### config.mk
export PLATFORM = sky130hd
export DESIGN_NAME = delay_tap_r1
export DESIGN_NICKNAME = d
export VERILOG_FILES = /design/src/rtl/delay_pkg.sv /design/src/rtl/delay_stage.sv /design/src/rtl/delay_tap_r1.sv
export SDC_FILE = /design/constraint.sdc
export NUM_CORES = 1
export LEC_CHECK = 0
export BUFFER_PORTS_ARGS = -buffer_cell sky130_fd_sc_hd__buf_2
export CAP_MARGIN = 20
export CORE_MARGIN = 1.5
export CORE_UTILIZATION = 35
export CTS_BUF_LIST = sky130_fd_sc_hd__clkbuf_8 sky130_fd_sc_hd__clkbuf_16
export DETAILED_ROUTE_END_ITERATION = 7
export PLACE_DENSITY_LB_ADDON = 0.1
export SLEW_MARGIN = 20
export SYNTH_ARGS = -nofsm -noshare
export SYNTH_HDL_FRONTEND = slang
export SYNTH_HIERARCHICAL = 1
export SYNTH_SLANG_ARGS = --single-unit
### constraint.sdc
create_clock -name clk -period 2.57 [get_ports clk]
set_clock_uncertainty 0.2 [all_clocks]
set_input_delay 0.257 -clock clk [delete_from_list [all_inputs] [get_ports clk]]
set_output_delay 0.257 -clock clk [all_outputs]
set_load 0.05 [all_outputs]
### src/rtl/delay_pkg.sv
// delay_pkg: shared width helper and lane pack/unpack macros for the delay taps
`ifndef DELAY_PKG_MACROS
`define DELAY_PKG_MACROS
`define DELAY_UNPACK(vec, i, w) vec[(w)*(i) +: (w)]
`define DELAY_PACK(vec, i, w, val) vec[(w)*(i) +: (w)] = (val)
`endif

package delay_pkg;

    function automatic int clog2(input int n);
        int r;
        r = 0;
        for (int v = n - 1; v > 0; v = v >> 1) r++;
        return r;
    endfunction

    function automatic int sel_width(input int max_delay);
        return clog2(max_delay + 1) < 1 ? 1 : clog2(max_delay + 1);
    endfunction

endpackage

### src/rtl/delay_stage.sv
// delay_stage: one pipeline register of packed lanes plus its valid bit
module delay_stage #(
    parameter int W = 8
) (
    input  logic         clk,
    input  logic         rst,
    input  logic         hold,
    input  logic         flush,
    input  logic [W-1:0] d,
    input  logic         vd,
    output logic [W-1:0] q,
    output logic         vq
);

    // reset clears everything, flush kills only the valid bit, hold freezes the stage
    always_ff @(posedge clk) begin
        if (rst) begin
            q  <= '0;
            vq <= 1'b0;
        end else if (flush) begin
            vq <= 1'b0;
        end else if (!hold) begin
            q  <= d;
            vq <= vd;
        end
    end

endmodule

### src/rtl/delay_tap_r1.sv
// delay_tap_r1: stallable, flushable delay line with a runtime-selected output tap
module delay_tap_r1
    import delay_pkg::*;
#(
    parameter  int BIT_WIDTH = 4,
    parameter  int DEPTH     = 2,
    parameter  int MAX_DELAY = 4,
    localparam int SEL_W     = sel_width(MAX_DELAY),
    localparam int W         = BIT_WIDTH * DEPTH
) (
    input  logic             clk,
    input  logic             rst,
    input  logic             en_n,
    input  logic             flush,
    input  logic [SEL_W-1:0] sel,
    input  logic             validIn,
    input  logic [W-1:0]     dataIn,
    output logic             validOut,
    output logic [W-1:0]     dataOut,
    output logic [SEL_W-1:0] occupancy
);

    if (MAX_DELAY == 0) begin : g_wire
        logic unused;
        assign unused    = ^{clk, rst, en_n, flush, sel};
        assign dataOut   = dataIn;
        assign validOut  = validIn;
        assign occupancy = '0;
    end else begin : g_pipe
        localparam logic [SEL_W-1:0] TOP = SEL_W'(MAX_DELAY);
        logic [W-1:0]     tap_q [MAX_DELAY+1];
        logic             tap_v [MAX_DELAY+1];
        logic [SEL_W-1:0] sel_c;
        logic [SEL_W-1:0] occ;
        assign tap_q[0] = dataIn;
        assign tap_v[0] = validIn;
        for (genvar s = 0; s < MAX_DELAY; s++) begin : g_stage
            delay_stage #(.W(W)) u_stage (
                .clk  (clk),
                .rst  (rst),
                .hold (en_n),
                .flush(flush),
                .d    (tap_q[s]),
                .vd   (tap_v[s]),
                .q    (tap_q[s+1]),
                .vq   (tap_v[s+1])
            );
        end
        assign sel_c = sel > TOP ? TOP : sel;
        // tap 0 is the live input, tap k is the output of stage k-1
        always_comb begin
            dataOut  = dataIn;
            validOut = validIn;
            for (int k = 1; k <= MAX_DELAY; k++) begin
                if (sel_c == SEL_W'(k)) begin
                    dataOut  = tap_q[k];
                    validOut = tap_v[k];
                end
            end
        end
        // population count of stage valids, tracking what enters and leaves on each shift
        always_ff @(posedge clk) begin
            if (rst || flush)
                occ <= '0;
            else if (!en_n)
                occ <= (validIn && !tap_v[MAX_DELAY]) ? occ + 1'b1 :
                       (!validIn && tap_v[MAX_DELAY]) ? occ - 1'b1 : occ;
        end
        assign occupancy = occ;
    end

endmodule

==> flow_results.xml <==
<?xml version="1.0" encoding="UTF-8"?>
<metrics>
  <group name="critical_path">
    <metric name="worst-path-max-fanout" unit="">20</metric>
    <metric name="critical_path.endpoint_type" unit="">output pin</metric>
    <metric name="start_kind" unit="">input pin</metric>
    <metric name="required_time_of_the_critical_path" unit="ns">2.11</metric>
    <metric name="worstPathArrival" unit="ns">1.57</metric>
    <metric name="critPathKind" unit="">in -&gt; out</metric>
  </group>
  <group name="logic_synthesis">
    <metric name="synth.mux.area_fraction" unit="">0.0207</metric>
    <metric name="synthesis.area_per_instance" unit="µm²">8.82</metric>
    <metric name="synthXorXnorAreaFrac" unit="">0.00907</metric>
    <metric name="synthesized_netlist_net_count" unit="">237</metric>
    <metric name="synth_fa_ha_area_frac" unit="">0.0169</metric>
    <metric name="synth_simple_gate_area_share" unit="">0.200</metric>
    <metric name="mappedNetlistArea" unit="µm²">1930</metric>
    <metric name="synth-warning-count" unit="">6</metric>
    <metric name="dominant_combinational_cell_family_by_area_after_synthesis" unit="">compound AO/OA/AOI/OAI gates</metric>
    <metric name="netlist-cell-type-count" unit="">27</metric>
    <metric name="netlist_instances" unit="">219</metric>
    <metric name="synthesized_area_fraction_occupied_by_ao_oa_aoi_and_oai_cells" unit="">0.277</metric>
    <metric name="ys_seq_elements" unit="">39</metric>
    <metric name="synth_seq_area_share" unit="">0.404</metric>
  </group>
  <group name="final_layout">
    <metric name="layout.filler_cells" unit="">558</metric>
    <metric name="area_added_between_synthesis_and_finish" unit="%">11.0</metric>
    <metric name="final_util" unit="">0.412</metric>
    <metric name="finalNetCount" unit="">255</metric>
    <metric name="antennaDiodeCount" unit="">0</metric>
    <metric name="post-route-cell-area" unit="µm²">2140</metric>
    <metric name="final_layout_size_suffix_gt1_frac" unit="">0.277</metric>
  </group>
  <group name="clock_tree">
    <metric name="clk_latency" unit="ns">0.28</metric>
    <metric name="post_cts.repair.setup_buffers" unit="">0</metric>
    <metric name="tritoncts.num_buffers" unit="">5</metric>
    <metric name="cts.hold.buffers_added" unit="">0</metric>
    <metric name="cts_h_tree_depth" unit="">2</metric>
    <metric name="cts_buffer_depth" unit="">2</metric>
    <metric name="cts_sinks" unit="">39</metric>
    <metric name="cts_resized" unit="">0</metric>
    <metric name="cts_tree" unit="">built</metric>
    <metric name="clk_pin_slew_worst_paths" unit="ns">0.08</metric>
    <metric name="root_buffer" unit="">sky130_fd_sc_hd__clkbuf_8</metric>
  </group>
  <group name="flow_run">
    <metric name="timing.max_cap.violations" unit="">0</metric>
  </group>
  <group name="floorplan">
    <metric name="initial_core_util" unit="">0.371</metric>
    <metric name="die_h" unit="µm">77.3</metric>
    <metric name="die_footprint" unit="µm²">5970</metric>
    <metric name="die_w" unit="µm">77.3</metric>
    <metric name="coreArea" unit="µm²">5200</metric>
    <metric name="rows" unit="">26</metric>
    <metric name="ios" unit="">28</metric>
  </group>
  <group name="detailed_routing">
    <metric name="drt_iter0_drc" unit="">51</metric>
    <metric name="viasPerCell" unit="">5.36</metric>
    <metric name="route.vias.total" unit="">1650</metric>
    <metric name="postRouteWirelength" unit="µm">4500</metric>
    <metric name="wl_per_cell" unit="µm">14.6</metric>
    <metric name="drc_errors" unit="">0</metric>
    <metric name="drt_first_pass_iters" unit="">4</metric>
    <metric name="antenna_violating_nets_post_route" unit="">0</metric>
  </group>
  <group name="global_routing">
    <metric name="track_usage" unit="">0.156</metric>
    <metric name="grt_antenna_before_repair" unit="">0</metric>
    <metric name="grt-ovfl-total" unit="">0</metric>
    <metric name="grt_start_max_net_pins" unit="">73</metric>
    <metric name="grt_pass1_vias" unit="">1542</metric>
    <metric name="wire_length_of_the_first_global_routing_pass" unit="µm">7490</metric>
  </group>
  <group name="timing">
    <metric name="timing_worst_slew_pin_value" unit="ns">1.02</metric>
    <metric name="post_layout_minimum_cycle_time" unit="ns">2.03</metric>
    <metric name="worst_hold_slack" unit="ns">0.128</metric>
    <metric name="hold_viol_final" unit="">0</metric>
    <metric name="setup-tns-final" unit="ns">0</metric>
    <metric name="clock.fmax" unit="MHz">493</metric>
    <metric name="timing.slew.headroom" unit="">0.322</metric>
    <metric name="timing.final.crit_share" unit="">0.789</metric>
    <metric name="setup_viol" unit="">0</metric>
    <metric name="report.final.slew_viol_count" unit="">0</metric>
    <metric name="setup_repair_after_global_routing_missed_its_margin" unit="">no</metric>
  </group>
  <group name="placement">
    <metric name="place_area" unit="µm²">2040</metric>
    <metric name="gp_congestion" unit="">0.724</metric>
    <metric name="hpwlAfterDp" unit="µm">2820</metric>
    <metric name="port_buffers" unit="">27</metric>
  </group>
  <group name="power">
    <metric name="pwr_density_cell" unit="nW/µm²">581</metric>
    <metric name="worst_ir_drop_vdd" unit="µV">210</metric>
    <metric name="static-leakage-power" unit="nW">0.744</metric>
  </group>
  <group name="hold_path">
    <metric name="worstHoldPathType" unit="">in -&gt; reg</metric>
  </group>
  <group name="outcome">
    <metric name="outcome" unit="">finished clean</metric>
  </group>
</metrics>
[path summary, 6_finish.rpt]
path / slack (ns) / endpoint / cells after the start / startpoint
max reg2reg: 0.61 / occupancy[2] / 7 / g_pipe.g_stage[3].u_stage/vq
max: 0.54 / dataOut[5] / 5 / sel[2]
min: 0.13 / g_pipe.g_stage[0].u_stage/vq / 3 / validIn
min reg2reg: 0.28 / occupancy[2] / 2 / occupancy[2]
[critical path, stage by stage]
cell                      delay (ns)
sky130_fd_sc_hd__buf_2          0.21
sky130_fd_sc_hd__o21ba_2        0.41
sky130_fd_sc_hd__o22ai_1        0.12
sky130_fd_sc_hd__o31ai_1        0.25
sky130_fd_sc_hd__buf_2          0.32
[cells in the final DEF, fill, tap and decap left out, types with 2 or more instances in the layout]
cell	netlist	layout
sky130_fd_sc_hd__o21ai_0	33	33
sky130_fd_sc_hd__dfxtp_1	39	39
sky130_fd_sc_hd__nand2_1	9	9
sky130_fd_sc_hd__inv_1	6	7
sky130_fd_sc_hd__nand2b_1	3	3
sky130_fd_sc_hd__o22ai_1	18	18
sky130_fd_sc_hd__a21oi_1	34	34
sky130_fd_sc_hd__o31ai_1	9	9
sky130_fd_sc_hd__buf_2	4	27
sky130_fd_sc_hd__or3b_2	28	28
sky130_fd_sc_hd__nor3_1	4	4
sky130_fd_sc_hd__or3b_1	4	4
sky130_fd_sc_hd__nor2_1	2	2
sky130_fd_sc_hd__clkbuf_8	0	7
sky130_fd_sc_hd__mux2i_1	4	4
[through the flow]
stage	instances	total power [W]	worst slack, ns
6_report	308	0.00124	0.541
5_1_grt	308	0.00130	0.470
4_1_cts	308	0.00126	0.507
3_5_place_dp	300	0.000810	0.522
3_3_place_gp	300	0.000809	0.511
2_1_floorplan	219	0.000765	0.259
[power breakdown]
group,switching [W],internal (W)
clock network,0.000208,0.000241
registers,0.00000775,0.000614
logic,0.000121,0.0000521
total,0.000337,0.000908
[registers in the layout (all words and copies together), names as in the netlist]
name and cells:
occupancy 3, g_pipe.g_stage.u_stage/q 32, g_pipe.g_stage.u_stage/vq 4
[synth_stat cells (all sizes together)]
cell     n  area [µm²]
a21oi   34         170
or2      1        6.26
or3b    32         280
nand3b   1        11.3
or4      1        7.51
nand2b   3        18.8
clkbuf   1        3.75
mux2i    4        40.0
o21ai   33         165
inv      6        22.5
nor3     4        20.0
ha       1        12.5
dfxtp   39         781
o31ai    9        67.6
xnor2    1        8.76
nand2    9        33.8
o31a     1        8.76
nor2     2        7.51
xor2     1        8.76
fa       1        20.0
buf     16         114
o21ba    1        10.0
o22ai   18         113
[layout make-up]
cell class / instances / area (µm²) / area share
multi-input cells: 157 / 1010 / 0.471
flip-flops and latches: 39 / 781 / 0.364
repair buffers: 28 / 143 / 0.0665
clock buffers: 7 / 96.3 / 0.0450
well taps: 70 / 87.6 / 0.0409
inverters: 6 / 22.5 / 0.0105
clock inverters: 1 / 3.75 / 0.00175
[kinds of logic (layout without fill, tap and decap cells)]
logic type / after synthesis / count (layout)
muxes: 4 / 4
adders and majority gates: 2 / 2
and+or+nand+nor: 53 / 53
xor gates and xnor gates: 2 / 2
DFF: 39 / 39
buffers and inverters: 23 / 42
AOI/OAI and AO/OA: 96 / 96
[metal layers]
metal  global-route usage  routed length, µm
met1                0.208               2320
met2                0.252               2050
met3               0.0250                 72
met4               0.0600                 59
met5                    0                  0
No activity file was read; power rests on OpenSTA's default activity.
